## config.mk

```make
export PLATFORM = sky130hd
export DESIGN_NAME = cpu_run_ctrl
export DESIGN_NICKNAME = d
export VERILOG_FILES = /design/src/rtl/cpu_run_ctrl.sv
export SDC_FILE = /design/constraint.sdc
export NUM_CORES = 1
export LEC_CHECK = 0
export ABC_AREA = 1
export BUFFER_PORTS_ARGS = -buffer_cell sky130_fd_sc_hd__buf_2
export CAP_MARGIN = 20
export CORE_MARGIN = 3
export CORE_UTILIZATION = 30
export CTS_CLUSTER_DIAMETER = 50
export DETAILED_ROUTE_END_ITERATION = 7
export GPL_TIMING_DRIVEN = 0
export PLACE_DENSITY = 0.53
export SYNTH_ARGS = -nofsm -noshare
export SYNTH_HDL_FRONTEND = slang
export SYNTH_SLANG_ARGS = --single-unit
```

## constraint.sdc

```tcl
create_clock -name clk -period 3.8 [get_ports clk]
set_input_delay 0.19 -clock clk [delete_from_list [all_inputs] [get_ports clk]]
set_output_delay 0.19 -clock clk [all_outputs]
set_load 0.03 [all_outputs]
```

## src/rtl/cpu_run_ctrl.sv

```systemverilog
// Run controller for the 64-bit CPU: sequences core reset, counts run/retire cycles, stops on halt or timeout.
// Latency: core_reset releases RESET_CYCLES edges after reset/start; done rises DRAIN_CYCLES edges after stop.
// Backpressure: none; start is honoured only in DONE and every output is registered.
module cpu_run_ctrl #(
  parameter int ADDR_W       = 64,
  parameter int CNT_W        = 32,
  parameter int RESET_CYCLES = 2,
  parameter int MAX_CYCLES   = 25,
  parameter int HALT_REPEAT  = 3,
  parameter int DRAIN_CYCLES = 5
) (
  input  logic              clk,
  input  logic              reset,
  input  logic              start,
  input  logic [ADDR_W-1:0] pc,
  input  logic              pc_valid,
  input  logic              retire,
  output logic              core_reset,
  output logic              running,
  output logic              done,
  output logic [1:0]        status,
  output logic [CNT_W-1:0]  cycle_count,
  output logic [CNT_W-1:0]  retire_count
);

  localparam int HOLD_W  = (RESET_CYCLES > 1) ? $clog2(RESET_CYCLES) : 1;
  localparam int DRAIN_W = (DRAIN_CYCLES > 1) ? $clog2(DRAIN_CYCLES) : 1;
  localparam int SAME_W  = $clog2(HALT_REPEAT + 1);

  localparam logic [HOLD_W-1:0]  HOLD_LAST  = HOLD_W'(RESET_CYCLES - 1);
  localparam logic [DRAIN_W-1:0] DRAIN_LAST = DRAIN_W'((DRAIN_CYCLES > 0) ? DRAIN_CYCLES - 1 : 0);
  localparam logic [SAME_W-1:0]  SAME_HALT  = SAME_W'(HALT_REPEAT);
  localparam logic [CNT_W-1:0]   CYC_LIMIT  = CNT_W'(MAX_CYCLES);

  localparam logic [1:0] ST_NONE    = 2'b00;
  localparam logic [1:0] ST_HALT    = 2'b01;
  localparam logic [1:0] ST_TIMEOUT = 2'b10;

  typedef enum logic [1:0] {
    HOLD  = 2'd0,
    RUN   = 2'd1,
    DRAIN = 2'd2,
    DONE  = 2'd3
  } state_t;

  state_t              state;
  logic [HOLD_W-1:0]   hold_cnt;
  logic [DRAIN_W-1:0]  drain_cnt;
  logic [SAME_W-1:0]   same_cnt;
  logic [ADDR_W-1:0]   last_pc;

  // A repeat of the previous valid PC extends the run; any other PC starts a new run of one.
  logic [SAME_W-1:0] same_next;
  logic [CNT_W-1:0]  cycle_next;
  logic              halt_hit;
  logic              timeout_hit;
  logic              retire_inc;

  assign same_next   = (pc == last_pc) ? same_cnt + SAME_W'(1) : SAME_W'(1);
  assign halt_hit    = pc_valid && (same_next == SAME_HALT);
  assign cycle_next  = cycle_count + CNT_W'(1);
  assign timeout_hit = (cycle_next == CYC_LIMIT);
  assign retire_inc  = retire && !(&retire_count);

  // Controller FSM with all outputs registered alongside the state.
  always_ff @(posedge clk or posedge reset) begin
    if (reset) begin
      state        <= HOLD;
      hold_cnt     <= '0;
      drain_cnt    <= '0;
      same_cnt     <= '0;
      last_pc      <= '0;
      core_reset   <= 1'b1;
      running      <= 1'b0;
      done         <= 1'b0;
      status       <= ST_NONE;
      cycle_count  <= '0;
      retire_count <= '0;
    end else begin
      case (state)
        HOLD: begin
          core_reset <= 1'b1;
          if (hold_cnt == HOLD_LAST) begin
            hold_cnt   <= '0;
            state      <= RUN;
            core_reset <= 1'b0;
            running    <= 1'b1;
          end else begin
            hold_cnt <= hold_cnt + HOLD_W'(1);
          end
        end

        RUN: begin
          cycle_count <= cycle_next;
          if (retire_inc) retire_count <= retire_count + CNT_W'(1);
          if (pc_valid) begin
            last_pc  <= pc;
            same_cnt <= same_next;
          end
          // Halt takes priority when both stop conditions land on the same edge.
          if (halt_hit || timeout_hit) begin
            status    <= halt_hit ? ST_HALT : ST_TIMEOUT;
            drain_cnt <= '0;
            if (DRAIN_CYCLES == 0) begin
              state   <= DONE;
              running <= 1'b0;
              done    <= 1'b1;
            end else begin
              state <= DRAIN;
            end
          end
        end

        DRAIN: begin
          if (retire_inc) retire_count <= retire_count + CNT_W'(1);
          if (drain_cnt == DRAIN_LAST) begin
            drain_cnt <= '0;
            state     <= DONE;
            running   <= 1'b0;
            done      <= 1'b1;
          end else begin
            drain_cnt <= drain_cnt + DRAIN_W'(1);
          end
        end

        DONE: begin
          if (start) begin
            state        <= HOLD;
            hold_cnt     <= '0;
            core_reset   <= 1'b1;
            done         <= 1'b0;
            status       <= ST_NONE;
            cycle_count  <= '0;
            retire_count <= '0;
            same_cnt     <= '0;
            last_pc      <= '0;
          end
        end

        default: state <= HOLD;
      endcase
    end
  end

endmodule

```

==> metrics.md, run 1 <==
| Metric | Value |
|---|---|
| Period utilisation layout | 0.7428 |
| CTS H-tree depth | 4 |
| Root Buffer | clkbuf_16 |
| Routability cong. | 0.8964 |
| Dpl hpwl | 18.24 mm |
| Most frequent cells in the layout | 327 x nand2_1, 143 x buf_2, 141 x inv_1, 140 x dfrtp_1, 122 x nor2_1 |
| Asr flop ratio synth | 1.000 |
| Cell count along the critical path | 8 |
| R2R setup slack | 0.98 ns |
| Hold Crit Start | pc[18] |
| Drt wl/cell | 14.14 um |
| Multi-input logic area | 4197 um2 |
| Most used cell, CP | clkbuf_1 |
| Hold Violations, Final | 0 |
| Synth-to-layout area growth | 22.26% |
| CP startpoint | state[0] |
| Sequential cell area | 3530 um2 |
| Pre-CTS setup slack | 0.8838 ns |
| Worst skew pair latency | 0.42 ns |
| Dominant cell type by area after synthesis | dfrtp_1 |
| Final setup viols | 0 |
| Total track usage | 0.1652 |
| Hold crit path type | in2reg |
| Die area | 30,110 um2 |
| Post-DP Area | 9656 um2 |
| Design area | 10,290 um2 |
| Synth cell types | 35 |
| Routed Antenna Nets | 0 |
| Minimum clock period | 2.822 ns |
| Max Cap Viol | 0 |
| Yosys reg bits | 141 |
| Post-synth top area share | 0.4160 |
| Most common cell after layout, fill and taps aside | nand2_1 |
| Critical Path Sink | same_cnt[1] |
| Grt ovf | 0 |
| Setup Skew | 0.01538 ns |
| Cell Rows | 60 |
| Slowest Stage Delay on Critical Path | 0.45 ns |
| Final Max Tran Viols | 0 |
| Unrepaired setup endpoints after global routing | no |
| Critical path buffers and inverters | 3 |
| Iter 0 DRT Violations | 509 |
| Register area share after synthesis | 0.4192 |
| Die height | 173.5 um |
| Worst-margin pin slew | 0.7751 ns |
| Worst setup SP type | flip-flop |
| Max Freq | 354.3 MHz |
| Vias in the first global route | 7,898 |
| Power, Total | 4036 uW |
| Synthesized instance count | 1,160 |
| Top cells by area, synth | dfrtp_1 42%, nand2_1 15%, xnor2_1 7.3% |
| Mapped Area | 8421 um2 |
| Clock Pin Slew Worst Setup and Hold Paths | 0.07 ns |
| Highest net fanout along the worst path | 10 |
| Status | finished clean |
| Initial antenna violation count | 7 |
| Core Area | 27,250 um2 |
| Cell area power density | 392.0 nW/um2 |
| Vias | 7,813 |
| Required @ worst endpoint | 4.08 ns |
| Setup Crit Path Kind | reg2reg |
| Initial Utilization | 0.3090 |
| Net Count, Synth | 1,238 |
| I/O pin count | 138 |
| Pre-antenna DRT Iters | 5 |
| Worst Setup End Kind | flip-flop |
| Nets@finish | 1,399 |
| Worst setup margin | 0.9775 ns |
| Worst path slowest cell | clkbuf_1 |
| VDD IR max | 0.2608 mV |
| Via density | 4.577 |
| Total CTS buffers | 17 |
| Post-synth EDFFs | 0 |
| CTS Sinks | 141 |
| Cell leakage power | 0.005141 uW |
| CTS tree | done |
| Setup TNS | 0 ns |
| CP top delay family | buffers and inverters |
| Proportion of layout cells with a drive suffix above 1 | 0.1574 |
| Predominant post-synthesis flop cell | dfrtp_1 |
| Post-CTS resize count | 0 |
| DIE WIDTH | 173.5 um |
| Critical R2R Capture | same_cnt[1] |
| Fill cells | 2,900 |
| R2R depth | 8 |
| Clock Tree Buf Depth | 2 |
| Ys Warns | 0 |
| Syn_area_per_cell | 7.259 um2 |
| First-pass GRT wire length | 40.82 mm |
| Port Buf Inserts | 137 |
| DRT Wirelength | 24.14 mm |
| FF-to-FF Start | state[0] |
| Crit-path cells | ha_1 > clkbuf_1 > nor2_1 > nor2_1 > a21oi_1 > clkbuf_1 > clkbuf_1 > o32ai_1 |
| Crit path arrival time | 3.10 ns |
| DRC viols | 0 |
| Largest net degree at the start of global routing | 37 |
| Worst slew margin | 0.4833 |
repair_timing:
| action | CTS | global route |
|---|---|---|
| hold endpoints to repair | 25 | 0 |
| setup buffers | 0 | 0 |
| hold buffers | 1 | 0 |
| endpoints found under the setup margin | 0 | 0 |
synth_stat cells (2+ instances only):
cell      instances
a22o_1            2
buf_1             3
buf_2             6
clkbuf_1         25
dfrtp_1         140
ha_1              9
inv_1           142
nand2_1         327
nand2_2           9
nand2_4           2
nand3_1         103
nand4_1          13
nor2_1          122
nor2_2            3
nor2_4            8
nor3_1           16
nor4_1            8
o21ai_0         106
o22ai_1          11
xnor2_1          70
xor2_1           21
flip-flops by register name (all words and copies together), names as in the netlist:
register      flops
drain_cnt         3
status            2
same_cnt          2
retire_count     32
cycle_count      32
done              1
last_pc          64
state             2
running           1
core_reset        1
hold_cnt          1
worst min-delay path by stage:
stage | end | slack (ns) | cells past startpoint
floorplan | last_pc[0] | 0.34 | 2
global placement | last_pc[5] | 0.45 | 3
detailed placement | last_pc[38] | 0.31 | 2
CTS | last_pc[18] | 0.0004 | 3
global route | last_pc[36] | 0.03 | 3
finish | last_pc[18] | 0.02 | 3
routing by layer:
layer  global-route usage  vias up  wire, um
li1                     -     3990         -
met1               0.2207     3597     11440
met2               0.2640      173     10850
met3              0.04534       39      1375
met4              0.04459       14       382
met5                    0        -        88
power breakdown:
part           leakage, uW  total, uW  switching [uW]  internal (uW)
combinational      0.00315        521             314            206
clock             0.000305       1820             757           1060
sequential         0.00169       1700             100           1600
total              0.00514       4040            1170           2860
logic make-up after synthesis:
logic type,synth area share
XOR/XNOR,0.09465
flip-flops,0.4192
AND/OR/NAND/NOR,0.3119
adder cells (fa/ha/maj),0.01337
buffers and inverters,0.08247
AO/OA/AOI/OAI,0.07846
through the flow:
step | std cells | hold slack [ns] | util
2_1_floorplan | 1160 | 0.3369 | -
3_3_place_gp | 1669 | 0.4476 | 0.3514
3_5_place_dp | 1673 | 0.3071 | 0.3543
4_1_cts | 1706 | 0.0004315 | 0.3777
5_1_grt | 1706 | 0.02582 | 0.3777
6_report | 1707 | 0.01853 | 0.3778
worst reg2reg max path: stages (launching register included):
cell	delay, ns
dfrtp_1	0.42
ha_1	0.21
clkbuf_1	0.23
nor2_1	0.39
nor2_1	0.14
a21oi_1	0.32
clkbuf_1	0.40
clkbuf_1	0.45
o32ai_1	0.14
final cells by class:
type,instances,area share
flip-flops and latches,141,0.3429
clock buffers,17,0.04132
inverters,144,0.05287
plain buffers,36,0.01495
multi-input cells,839,0.4076
clock inverters,15,0.01957
well taps,372,0.04521
repair buffers,142,0.07535
diodes,1,0.0002431
Power figures use the tool's default switching activity.
==> inputs of run 2 (changes only) <==
--- a/config.mk
+++ b/config.mk
@@ -13,7 +13,7 @@
 export CTS_CLUSTER_DIAMETER = 50
 export DETAILED_ROUTE_END_ITERATION = 7
 export GPL_TIMING_DRIVEN = 0
-export PLACE_DENSITY = 0.53
+export PLACE_DENSITY = 0.51
 export SYNTH_ARGS = -nofsm -noshare
 export SYNTH_HDL_FRONTEND = slang
 export SYNTH_SLANG_ARGS = --single-unit
==> constraint.sdc (replaced) <==
create_clock -name clk -period 2.6 [get_ports clk]
set_input_delay 0.13 -clock clk [delete_from_list [all_inputs] [get_ports clk]]
set_output_delay 0.13 -clock clk [all_outputs]
set_load 0.03 [all_outputs]
==> run 2 against run 1 <==
Via count rose by 3.5%. Setup slack worse by 0.78 ns. Wire length increased by 1.8%. Final area rose by 6.0%. Critical path type unchanged. Fmax up 17%. Non-clock buffer count up 62. First-iteration DRC count decreased by 17%.
==> metrics.md, run 2 (same netlist as run 1, synthesis figures left out) <==
| Metric | Value |
|---|---|
| Top reg by flops | last_pc |
| Drt wl/cell | 13.90 um |
| Top sig layer | met5 |
| Fill cells | 2,828 |
| R2R setup slack | 0.19 ns |
| I/O pin count | 138 |
| FF-to-FF Start | state[0] |
| Critical R2R Capture | cycle_count[7] |
| Wire length on met3 | 1.139 mm |
| Final setup viols | 0 |
| Most frequent cells in the layout | 327 x nand2_1, 143 x buf_2, 141 x inv_1, 140 x dfrtp_1, 121 x nor2_1 |
| Worst Setup End Kind | flip-flop |
| Diode count | 0 |
| Max Freq | 415.5 MHz |
| Cell leakage power | 0.005408 uW |
| VDD IR max | 0.3062 mV |
| DRC viols | 0 |
| Routed Antenna Nets | 0 |
| Slowest Stage Delay on Critical Path | 0.46 ns |
| Worst skew pair latency | 0.42 ns |
| Hold Violations, Final | 0 |
| Port Buf Inserts | 137 |
| Post-Route Utilization | 0.4005 |
| Core Area | 27,250 um2 |
| Most common cell after layout, fill and taps aside | nand2_1 |
| Pre-antenna DRT Iters | 5 |
| Worst setup SP type | flip-flop |
| Routability cong. | 0.8780 |
| Setup Skew | 0.01591 ns |
| Leading registers by flop count | last_pc: 64 flops, cycle_count: 32 flops, retire_count: 32 flops |
| Status | finished clean |
| Hold Crit Endpoint | last_pc[3] |
| Most used cell, CP | inv_1 |
| Required @ worst endpoint | 2.88 ns |
| Max Cap Viol | 0 |
| Die height | 173.5 um |
| Highest net fanout along the worst path | 10 |
| CTS H-tree depth | 4 |
| Grt ovf | 0 |
| Hold Crit Start | pc[3] |
| Postcts setup bufs | 0 |
| Via density | 4.575 |
| Cell Rows | 60 |
| Root Buffer | clkbuf_16 |
| Worst slew margin | 0.5204 |
| CTS tree | done |
| Initial Utilization | 0.3090 |
| Clock Tree Buf Depth | 2 |
| Crit path arrival time | 2.69 ns |
| Proportion of layout cells with a drive suffix above 1 | 0.1562 |
| Unrepaired setup endpoints after global routing | no |
| Met2 WL | 11.10 mm |
| Largest net degree at the start of global routing | 38 |
| R2R depth | 8 |
| First-pass GRT wire length | 40.79 mm |
| DRT met1 WL | 12.07 mm |
| Power, Total | 5852 uW |
| Worst-margin pin slew | 0.7179 ns |
| Total track usage | 0.1645 |
| Die area | 30,110 um2 |
| Crit-path cells | ha_1 > nand2_1 > inv_1 > nor2_1 > buf_2 > inv_1 > clkbuf_1 > o21ai_0 |
| Minimum clock period | 2.407 ns |
| Worst path slowest cell | ha_1 |
| Worst hold path depth | 3 |
| Setup Crit Path Kind | reg2reg |
| Cell area power density | 536.3 nW/um2 |
| Largest register FFs | 64 |
| Iter 0 DRT Violations | 422 |
| Period utilisation layout | 0.9258 |
| Hold crit path type | in2reg |
| Synth-to-layout area growth | 29.60% |
| Total CTS buffers | 17 |
| Initial antenna violation count | 1 |
| Nets@finish | 1,461 |
| DRT Wirelength | 24.57 mm |
| Clock Pin Slew Worst Setup and Hold Paths | 0.07 ns |
| DIE WIDTH | 173.5 um |
| Dpl hpwl | 18.27 mm |
| CTS Sinks | 141 |
| Vias in the first global route | 7,967 |
| Vias | 8,088 |
| Final Max Tran Viols | 0 |
==> run 2: cell types whose count changed in the layout (fill, tap and decap cells not counted), sizes merged <==
cell	delta
bufinv	-1
dlygate4sd3	+63
diode	-1
inv	-3
clkinv	+1
clkinvlp	+2
==> run 2: where the power goes <==
part	internal, uW	switching (uW)	total [uW]
clock network	1460	1080	2540
logic	366	474	839
registers	2330	143	2480
==> run 2: timing repair <==
action | 4_1_cts | 5_1_grt
hold endpoints to repair | 90 | 0
setup endpoints to repair | 83 | 60
gates resized for setup | 6 | 5
hold buffers | 64 | 0
==> run 2: critical path: cells and delay by family (launching register included) <==
family	cells	cell delay, ns
AO/OA/AOI/OAI	1	0.16
buffers and inverters	4	1.00
adder cells (fa/ha/maj)	1	0.46
AND/OR/NAND/NOR	2	0.26
flip-flops	1	0.39
==> run 2: per-layer routing <==
layer  track usage  vias to the layer above
met4       0.04426                        2
met5             0                        -
met1        0.2275                     3767
li1              -                     4125
met3       0.03022                       20
met2        0.2648                      174
==> run 2: area by class of cell <==
class	instances	area, um2	area share
well taps	372	465.4	0.04265
repair buffers	205	1414	0.1296
clock buffers	18	439.2	0.04024
clock inverters	14	157.7	0.01445
plain buffers	35	158.9	0.01456
flip-flops and latches	141	3530	0.3234
multi-input cells	839	4204	0.3852
inverters	144	544.3	0.04987
==> run 2: metrics by stage <==
stage | hold slack [ns] | worst slack (ns) | std cells | setup TNS (ns) | area [um2]
2_1_floorplan | 0.2769 | 0.4123 | 1160 | 0 | 8424
3_3_place_gp | 0.3871 | -0.4894 | 1669 | -80.64 | 9575
3_5_place_dp | 0.2894 | -0.4076 | 1673 | -17.33 | 9663
4_1_cts | 0.006453 | 0.007198 | 1769 | 0 | 10910
5_1_grt | 0.01248 | 0.002484 | 1768 | 0 | 10910
6_report | 0.02745 | 0.1930 | 1768 | 0 | 10910
==> run 2: worst max-delay path by stage <==
stage	start	to	slack, ns
floorplan	cycle_count[1]	drain_cnt[0]	0.41
detailed placement	state[0]	same_cnt[1]	-0.41
global route	state[0]	same_cnt[0]	0.002
finish	state[0]	cycle_count[7]	0.19
global placement	reset	cycle_count[31]	-0.49
CTS	state[0]	last_pc[21]	0.007
==> inputs of run 3 (changes only) <==
--- a/config.mk
+++ b/config.mk
@@ -5,7 +5,6 @@
 export SDC_FILE = /design/constraint.sdc
 export NUM_CORES = 1
 export LEC_CHECK = 0
-export ABC_AREA = 1
 export BUFFER_PORTS_ARGS = -buffer_cell sky130_fd_sc_hd__buf_2
 export CAP_MARGIN = 20
 export CORE_MARGIN = 3
==> run 3 against run 2 <==
The run now ends with negative setup slack left. Power is 61% higher. Final area down 3.1%. Sequential share of layout area is 1.3 points higher. Wire length decreased by 2.1%. Non-clock buffer count grew 39. Via count decreased by 14%.
==> metrics.md, run 3 <==
| Metric | Value |
|---|---|
| Hold Crit Endpoint | last_pc[63] |
| Design area | 10,580 um2 |
| Failing checks | negative setup slack |
| Clock power frac | 0.294 |
| Worst-margin pin slew | 0.7159 ns |
| Cell area power density | 890.2 nW/um2 |
| Required @ worst endpoint | 2.91 ns |
| Grt ovf | 0 |
| Synth-to-layout area growth | 40.17% |
| Syn_area_per_cell | 9.789 um2 |
| Net Count, Synth | 849 |
| Cell Rows | 57 |
| Via density | 5.083 |
| Die area | 27,100 um2 |
| CTS Sinks | 141 |
| Max Freq | 360.7 MHz |
| Nets@finish | 1,107 |
| Largest register FFs | 64 |
| Pint | 5883 uW |
| Initial Utilization | 0.3076 |
| Cell leakage power | 0.004871 uW |
| Critical R2R Capture | drain_cnt[1] |
| Combinational share of power | 0.359 |
| Final Max Tran Viols | 0 |
| Clock Tree Buf Depth | 2 |
| FF-to-FF Start | cycle_count[14] |
| Period utilisation layout | 1.066 |
| Die height | 164.6 um |
| Initial antenna violation count | 1 |
| Port Buf Inserts | 137 |
| Worst hold path depth | 3 |
| Clock Pin Slew Worst Setup and Hold Paths | 0.07 ns |
| Unrepaired setup endpoints after global routing | yes |
| Synth cell types | 64 |
| Post-synth EDFFs | 0 |
| Pre-antenna DRT Iters | 4 |
| Dominant cell type by area after synthesis | dfrtp_1 |
| Yosys reg bits | 141 |
| Status | finished with violations |
| Routability cong. | 0.8197 |
| Worst skew pair latency | 0.43 ns |
| Asr flop ratio synth | 1.000 |
| Synth cell count leaders | 140 x dfrtp_1, 72 x o21ai_0, 64 x a22o_1, 57 x nand2_1, 50 x nor2_1 |
| Vias in the first global route | 6,817 |
| Total CTS buffers | 17 |
| Count leader, synth | dfrtp_1 |
| Leading registers by flop count | last_pc: 64 flops, cycle_count: 32 flops, retire_count: 32 flops |
| CTS tree | done |
| Worst setup SP type | flip-flop |
| Register area share after synthesis | 0.4677 |
| Predominant post-synthesis flop cell | dfrtp_1 |
| Mapped Area | 7547 um2 |
| Total track usage | 0.1784 |
| Core Area | 24,530 um2 |
| Fill cells | 2,454 |
| Worst setup margin | -0.1726 ns |
| Setup Skew | 0.01356 ns |
| Top reg by flops | last_pc |
| Most frequent cells in the layout | 141 x buf_2, 118 x dfrtp_1, 71 x o21ai_0, 64 x a22o_1, 62 x dlygate4sd3_1 |
| Highest net fanout along the worst path | 8 |
| Minimum clock period | 2.773 ns |
| Worst slew margin | 0.5228 |
| Sequential group share of total power | 0.347 |
| Synthesized instance count | 771 |
| P_sw | 3534 uW |
| Power, Total | 9417 uW |
| Proportion of layout cells with a drive suffix above 1 | 0.2898 |
| Hold Crit Start | pc[63] |
| Iter 0 DRT Violations | 414 |
| Hold crit path type | in2reg |
| I/O pin count | 138 |
| R2R setup slack | -0.17 ns |
| DIE WIDTH | 164.6 um |
| Sw frac | 0.3752 |
| Vias | 6,948 |
| Setup Crit Path Kind | reg2reg |
| Drt wl/cell | 17.60 um |
| Crit path arrival time | 3.08 ns |
| Post-DP Area | 8805 um2 |
| Ys Warns | 0 |
| Max Cap Viol | 0 |
| CTS H-tree depth | 4 |
| DRT Wirelength | 24.06 mm |
| Hold Violations, Final | 0 |
| Largest net degree at the start of global routing | 40 |
| R2R depth | 10 |
| Routed Antenna Nets | 0 |
| First-pass GRT wire length | 37.87 mm |
| VDD IR max | 0.3847 mV |
| Multi-input logic area | 3956 um2 |
| Post-synth top area share | 0.4642 |
| Dpl hpwl | 16.22 mm |
| Top cells by area, synth | dfrtp_1 46%, a22o_1 7.4%, xor2_1 5.7% |
| Sequential cell area | 3557 um2 |
| Final setup viols | 7 |
| DRC viols | 0 |
| Root Buffer | clkbuf_16 |
| Most common cell after layout, fill and taps aside | buf_2 |
| Worst Setup End Kind | flip-flop |
## run 3: logic make-up (layout without fill, tap and decap cells)
| kind of cell | after synthesis | in the layout | synth area share |
|---|---|---|---|
| AND/OR/NAND/NOR | 244 | 244 | 0.1776 |
| other | 0 | 1 | 0 |
| multiplexers | 4 | 4 | 0.005305 |
| buffers and inverters | 68 | 339 | 0.03498 |
| AO/OA/AOI/OAI | 216 | 216 | 0.1963 |
| flip-flops | 141 | 141 | 0.4677 |
| XOR/XNOR | 89 | 89 | 0.1033 |
| adder cells (fa/ha/maj) | 9 | 9 | 0.01492 |
## run 3: layer usage
| layer | routed length, um | track usage | vias to the layer above |
|---|---|---|---|
| met5 | 0 | 0 | - |
| met4 | 272 | 0.04689 | 0 |
| met3 | 1132 | 0.03361 | 20 |
| met2 | 11170 | 0.2807 | 164 |
| met1 | 11480 | 0.2525 | 3422 |
| li1 | - | - | 3342 |
## run 3: worst max path at each step
stage,startpoint,to,slack [ns],depth (start not counted)
after floorplan,cycle_count[14],drain_cnt[0],-0.27,9
after global placement,last_pc[63],drain_cnt[1],-0.80,8
after detailed placement,last_pc[63],drain_cnt[1],-0.81,8
after CTS,cycle_count[1],drain_cnt[1],-0.16,10
after global routing,cycle_count[13],drain_cnt[1],-0.28,10
final,cycle_count[14],drain_cnt[1],-0.17,10
## run 3: worst max-delay path, cell delays in order, from the launching register on
cell and delay, ns:
dfrtp_2 0.37, clkbuf_8 0.15, nand4_1 0.14, nor4_4 0.38, nand4_1 0.20, xnor2_1 0.17
or4_4 0.49, nor4_4 0.27, buf_6 0.17, o22ai_2 0.08, a32o_1 0.22
## run 3: area by class of cell
type	instances	share of cell area
Antenna cell	1	0.0002365
Buffer	32	0.01573
Clock buffer	19	0.04187
Clock inverter	13	0.01999
Inverter	28	0.01029
Multi-Input combinational cell	562	0.3740
Sequential cell	141	0.3363
Tap cell	324	0.03832
Timing Repair Buffer	247	0.1633
## run 3: power groups by stage
stage,Combinational (uW),Clock (uW),Sequential (uW)
after global routing,3770,2920,3350
after CTS,3360,2820,3270
after floorplan,2050,0,3390
after global placement,3150,0,3270
final,3380,2770,3270
after detailed placement,3180,0,3290
## run 3: timing repair
action                     CTS  global route
pin swaps                   19            10
gates resized for setup     44            17
hold endpoints to repair    75             0
buffers inserted            29            15
setup endpoints to repair  103            95
cloned                       0             0
hold buffers                62             0
## run 3: stage by stage
step	instances	hold slack (ns)	TNS (ns)	util	setup WS, ns
2_1_floorplan	771	0.2627	-1.701	-	-0.2706
4_1_cts	1354	0.0006401	-0.8330	0.4249	-0.1617
3_5_place_dp	1236	0.1623	-25.76	0.3589	-0.8063
6_report	1367	0.01111	-0.8610	0.4312	-0.1726
5_1_grt	1367	0.02023	-1.697	0.4312	-0.2785
3_3_place_gp	1232	0.3745	-94.69	0.3556	-0.8047
